===== config.mk =====
export PLATFORM = sky130hd
export DESIGN_NAME = fetch_redirect_ctrl
export DESIGN_NICKNAME = d
export VERILOG_FILES = /design/src/rtl/fetch_redirect_ctrl.sv
export SDC_FILE = /design/constraint.sdc
export NUM_CORES = 1
export LEC_CHECK = 0
export CORE_UTILIZATION = 33
export DETAILED_ROUTE_END_ITERATION = 6
export GPL_TIMING_DRIVEN = 0
export MAX_ROUTING_LAYER = met4
export PLACE_DENSITY = 0.91
export SYNTH_ARGS = -nofsm -noshare
export SYNTH_HDL_FRONTEND = slang
export SYNTH_SLANG_ARGS = --single-unit

===== constraint.sdc =====
create_clock -name clk -period 2.3 [get_ports clk]
set_input_delay 0.575 -clock clk [delete_from_list [all_inputs] [get_ports clk]]
set_output_delay 0.575 -clock clk [all_outputs]
set_load 0.02 [all_outputs]

===== src/rtl/fetch_redirect_ctrl.sv =====
// fetch_redirect_ctrl: drives the fetch PC-redirect port (branch/RET squash, interrupt drain, vector wait).
// Interrupt path is present only when FETCH_REDIRECT_INT_EN is defined.
module fetch_redirect_ctrl #(
  parameter int FLUSH_CYCLES = 2,
  parameter int DRAIN_CYCLES = 3
) (
  input  logic        clk,
  input  logic        reset,
  input  logic        stall,
  input  logic [31:0] pc_plus_one_r,
  input  logic        branch_taken,
  input  logic [31:0] branch_target,
  input  logic        ret_valid,
  input  logic [31:0] ret_pc,
  input  logic        int_req,
  input  logic        int_vector_valid,
  input  logic [31:0] int_vector,
  output logic        pc_write,
  output logic [31:0] pc_write_back_value,
  output logic        clear_instruction,
  output logic        int_ack,
  output logic [31:0] int_ret_pc,
  output logic        busy
);
  typedef enum logic [1:0] {IDLE, FLUSH, INT_DRAIN, INT_WAIT} state_t;
  localparam logic [2:0] FLUSH_INIT = 3'(FLUSH_CYCLES - 1);
  localparam logic [2:0] DRAIN_INIT = 3'(DRAIN_CYCLES - 1);
  state_t state, state_n;
  logic [2:0] cnt, cnt_n;
  logic redir, accept, pc_write_n, int_ack_n;
  logic [31:0] tgt, value_n, ret_n;
  assign redir = ret_valid | branch_taken;
  assign tgt = ret_valid ? ret_pc : branch_target;
  assign busy = state != IDLE;
`ifdef FETCH_REDIRECT_INT_EN
  assign accept = state == IDLE && !redir && int_req && !stall;
`else
  logic unused_int;
  assign accept = 1'b0;
  assign unused_int = ^{int_req, int_vector_valid, int_vector, pc_plus_one_r, stall & accept};
`endif
  always_ff @(posedge clk) begin
    if (!reset) begin
      state <= IDLE;
      cnt <= '0;
      pc_write <= 1'b0;
      pc_write_back_value <= '0;
      clear_instruction <= 1'b1;
      int_ack <= 1'b0;
      int_ret_pc <= '0;
    end else begin
      state <= state_n;
      cnt <= cnt_n;
      pc_write <= pc_write_n;
      pc_write_back_value <= value_n;
      clear_instruction <= state_n != IDLE;
      int_ack <= int_ack_n;
      int_ret_pc <= ret_n;
    end
  end
  always_comb begin
    state_n = state;
    cnt_n = cnt;
    case (state)
      IDLE: begin
        if (redir) begin
          state_n = FLUSH;
          cnt_n = FLUSH_INIT;
        end else if (accept) begin
          state_n = INT_DRAIN;
          cnt_n = DRAIN_INIT;
        end
      end
      FLUSH: begin
        if (redir) cnt_n = FLUSH_INIT;
        else if (!stall) begin
          if (cnt == 3'd0) state_n = IDLE;
          else cnt_n = cnt - 3'd1;
        end
      end
`ifdef FETCH_REDIRECT_INT_EN
      INT_DRAIN: begin
        if (!stall) begin
          if (cnt == 3'd0) state_n = INT_WAIT;
          else cnt_n = cnt - 3'd1;
        end
      end
      INT_WAIT: begin
        if (int_vector_valid) begin
          state_n = FLUSH;
          cnt_n = FLUSH_INIT;
        end
      end
`endif
      default: state_n = IDLE;
    endcase
  end
  always_comb begin
    pc_write_n = redir && (state == IDLE || state == FLUSH);
    value_n = pc_write_n ? tgt : pc_write_back_value;
    int_ack_n = 1'b0;
    ret_n = '0;
`ifdef FETCH_REDIRECT_INT_EN
    int_ack_n = state == INT_DRAIN && !stall && cnt == 3'd0;
    // a redirect while draining retargets the return address instead of the PC
    ret_n = accept ? pc_plus_one_r - 32'd1 : (state == INT_DRAIN && redir) ? tgt : int_ret_pc;
    if (state == INT_WAIT && int_vector_valid) begin
      pc_write_n = 1'b1;
      value_n = int_vector;
    end
`endif
  end
endmodule


==> results.yml <==
critical_path:
  r2r_cells: 5
  crit_slowest_cell: "clkdlybuf4s50_1"
  r2r-end: "cnt[0]$_SDFFE_PN0P_"
  cp-end-kind: "primary output"
  rr_startpoint: "cnt[0]$_SDFFE_PN0P_"
  cp-start-kind: "register"
  crit_family: "buffers and inverters"
  critPathArrivalTime_ns: 1.46
  critPathMaxFanout: 4
  crit_type: "reg2out"
  crit_required_ns: 1.73
  path_buf_inv: 1
  slowest_delay_ns: 0.55
  r2r_slack_ns: 1.01
  crit_chain: "or2_2 -> clkdlybuf4s50_1"
global_routing:
  grt_max_degree: 11
  track_usage: 0.1644
  antenna_found_initial: 0
  overflow: 0
  grt_pass1_wl_mm: 8.142
  grt_pass1_vias: 1765
sta:
  max_freq_mhz: 492.3
  rsz0062_at_grt: "false"
  worst_pin_slew_ns: 0.7539
  final.setup_skew_ns: 0.006524
  setup_viol: 0
  hold_violations: 0
  relSlewSlack: 0.4974
  min_period_ns: 2.031
  fin_tns_setup_ns: 0
  drv_slew: 0
  fin_crit_sh: 0.8832
power_and_ir_drop:
  p_sw_frac: 0.2957
  power_switching_uw: 518.1
  sequentialPowerShare: 0.428
  power_density_nw_per_um2: 508.8
  internal_power_mw: 1.234
  power_mw: 1.752
  peakVddDrop_mv: 0.3544
  clkPwrFrac: 0.239
  combinationalPowerShare: 0.333
  p_leak_nw: 1.487
yosys:
  synth_ff_type: "dfxtp_1"
  ys_seq_area_frac: 0.3662
  yosysTopAreaCell: "dfxtp_1"
  synth_area_leaders: "dfxtp_1 37%, a211oi_2 16%, mux2i_1 16%"
  yosysMostFrequentCell: "dfxtp_1"
  async_flop_share: 0
  avgSynthCellArea_um2: 10.20
  yosysTopAreaCellShare: 0.3662
  synthTopCellsByCount: "39 x dfxtp_1, 38 x buf_4, 34 x mux2i_1, 33 x nor2_1, 28 x a211oi_2"
  yosysWarnings: 0
  syn_inst: 209
  synth_edf_count: 0
  ys_types: 30
  syn_area_um2: 2132
  synth-seq-cells: 39
routing:
  drt_iter0_drc: 23
  drt-pass1-iter-count: 6
  avgViaCountPerCell: 4.494
  num_vias: 1910
  route.detailed.drc: 0
  ant_nets: 0
  wl_per_cell_um: 13.01
  drt-total-wl_mm: 5.528
cts:
  ctsRootBufferMaster: "clkbuf_8"
  cts_hold_repair.buffers: 0
  cts_setup_buffers: 0
  cts.repair.resized: 0
  h-tree-depth: 2
  clk_pin_slew_worst_paths_ns: 0.07
  clockBufferDepth: 2
  cts_sinks: 39
  insertion_delay_ns: 0.28
  numCtsBuffers: 5
  cts_tree: "yes"
run:
  max_cap_viol_count: 0
cells_and_area:
  diodes: 0
  seq_area_um2: 780.7
  layout.cells.non_filler: 425
  final_layout_size_suffix_gt1_frac: 0.2257
  multiInputGateArea_um2: 1116
  fin_util: 0.5681
  nFillCells: 564
  syn2layout_area_growth_pct: 61.50
  fin_nets: 488
die:
  initial_core_util: 0.3518
  placementRows: 28
  dieArea_um2: 6786
  die_width_um: 82.38
  num_io_pins: 203
  die_h_um: 82.38
  coreArea_um2: 6061
min_path:
  hold_end: "pc_write_back_value[28]$_SDFFE_PN0P_"
  worstHoldPathType: "reg2reg"
  hold_start: "pc_write_back_value[28]$_SDFFE_PN0P_"
  min_path_cells: 2
placed_design:
  dp_hpwl_mm: 4.373
  numPortBuffers: 102
  dp_cells: 419
  place.gp.congestion: 0.6917
outcome:
  status: "finished, final reports clean"
worst max-delay path by stage:
stage | start | end | slack [ns] | depth (start not counted)
3_5_place_dp | reset | pc_write_back_value[3]$_SDFFE_PN0P_ | 0.17 | 4
5_1_grt | state[1]$_SDFF_PN0_ | busy | 0.23 | 2
2_1_floorplan | ret_valid | pc_write_back_value[0]$_SDFFE_PN0P_ | 0.81 | 6
6_report | state[1]$_SDFF_PN0_ | busy | 0.27 | 2
3_3_place_gp | reset | state[0]$_SDFF_PN0_ | 0.20 | 4
4_1_cts | state[1]$_SDFF_PN0_ | busy | 0.26 | 2
cell families after synthesis:
logic type,share of synthesized area
AOI/OAI and AO/OA,0.1954
adders and majority gates,0.01174
buffers and inverters,0.1684
DFF,0.3662
muxes,0.1596
other,0.001759
and+or+nand+nor,0.09684
worst register-to-register path: stages (launching register included):
cell and delay (ns):
dfxtp_1 0.34, inv_1 0.08, ha_1 0.19, nand2b_1 0.13
nand3b_1 0.15, a311oi_1 0.31
layer usage:
| metal | GRT usage | routed length [µm] |
|---|---|---|
| met5 | - | 0 |
| met4 | 0.04561 | 39 |
| met3 | 0.03736 | 560 |
| met2 | 0.2843 | 2635 |
| met1 | 0.1900 | 2293 |
state kept, by name, summed over array words and instances (netlist names):
signal and flops:
pc_write_back_value 32, cnt 3, state 2, clear_instruction 1, pc_write 1
power groups by stage:
stage / registers, mW / logic [mW] / clock network [mW]
CTS: 0.751 / 0.586 / 0.435
floorplan: 0.822 / 0.274 / 0
global placement: 0.763 / 0.574 / 0
global route: 0.757 / 0.625 / 0.462
finish: 0.750 / 0.583 / 0.418
detailed placement: 0.766 / 0.585 / 0
cells in the final DEF, fill, tap and decap left out, drive strengths merged, types with 2 or more instances in the layout:
| master | count |
|---|---|
| clkdlybuf4s50 | 102 |
| buf | 44 |
| dfxtp | 39 |
| mux2i | 34 |
| conb | 34 |
| nor2 | 33 |
| a211oi | 32 |
| clkbuf | 9 |
| nand3 | 4 |
| inv | 3 |
| ha | 2 |
cell type report:
| class | count | share of cell area |
|---|---|---|
| Timing Repair Buffer | 102 | 0.2965 |
| Clock buffer | 6 | 0.02108 |
| Sequential cell | 39 | 0.2267 |
| Multi-Input combinational cell | 153 | 0.3241 |
| Inverter | 3 | 0.003270 |
| Tap cell | 75 | 0.02725 |
| Buffer | 47 | 0.1010 |
metrics by stage:
stage	setup WS (ns)	hold WS, ns	instance area, µm²
CTS	0.2580	0.4983	3443
global placement	0.2046	0.4617	3371
floorplan	0.8094	0.4498	2256
global route	0.2298	0.5253	3443
detailed placement	0.1699	0.4885	3371
finish	0.2686	0.4978	3443
Note: power is estimated with default switching activity, not from simulation.
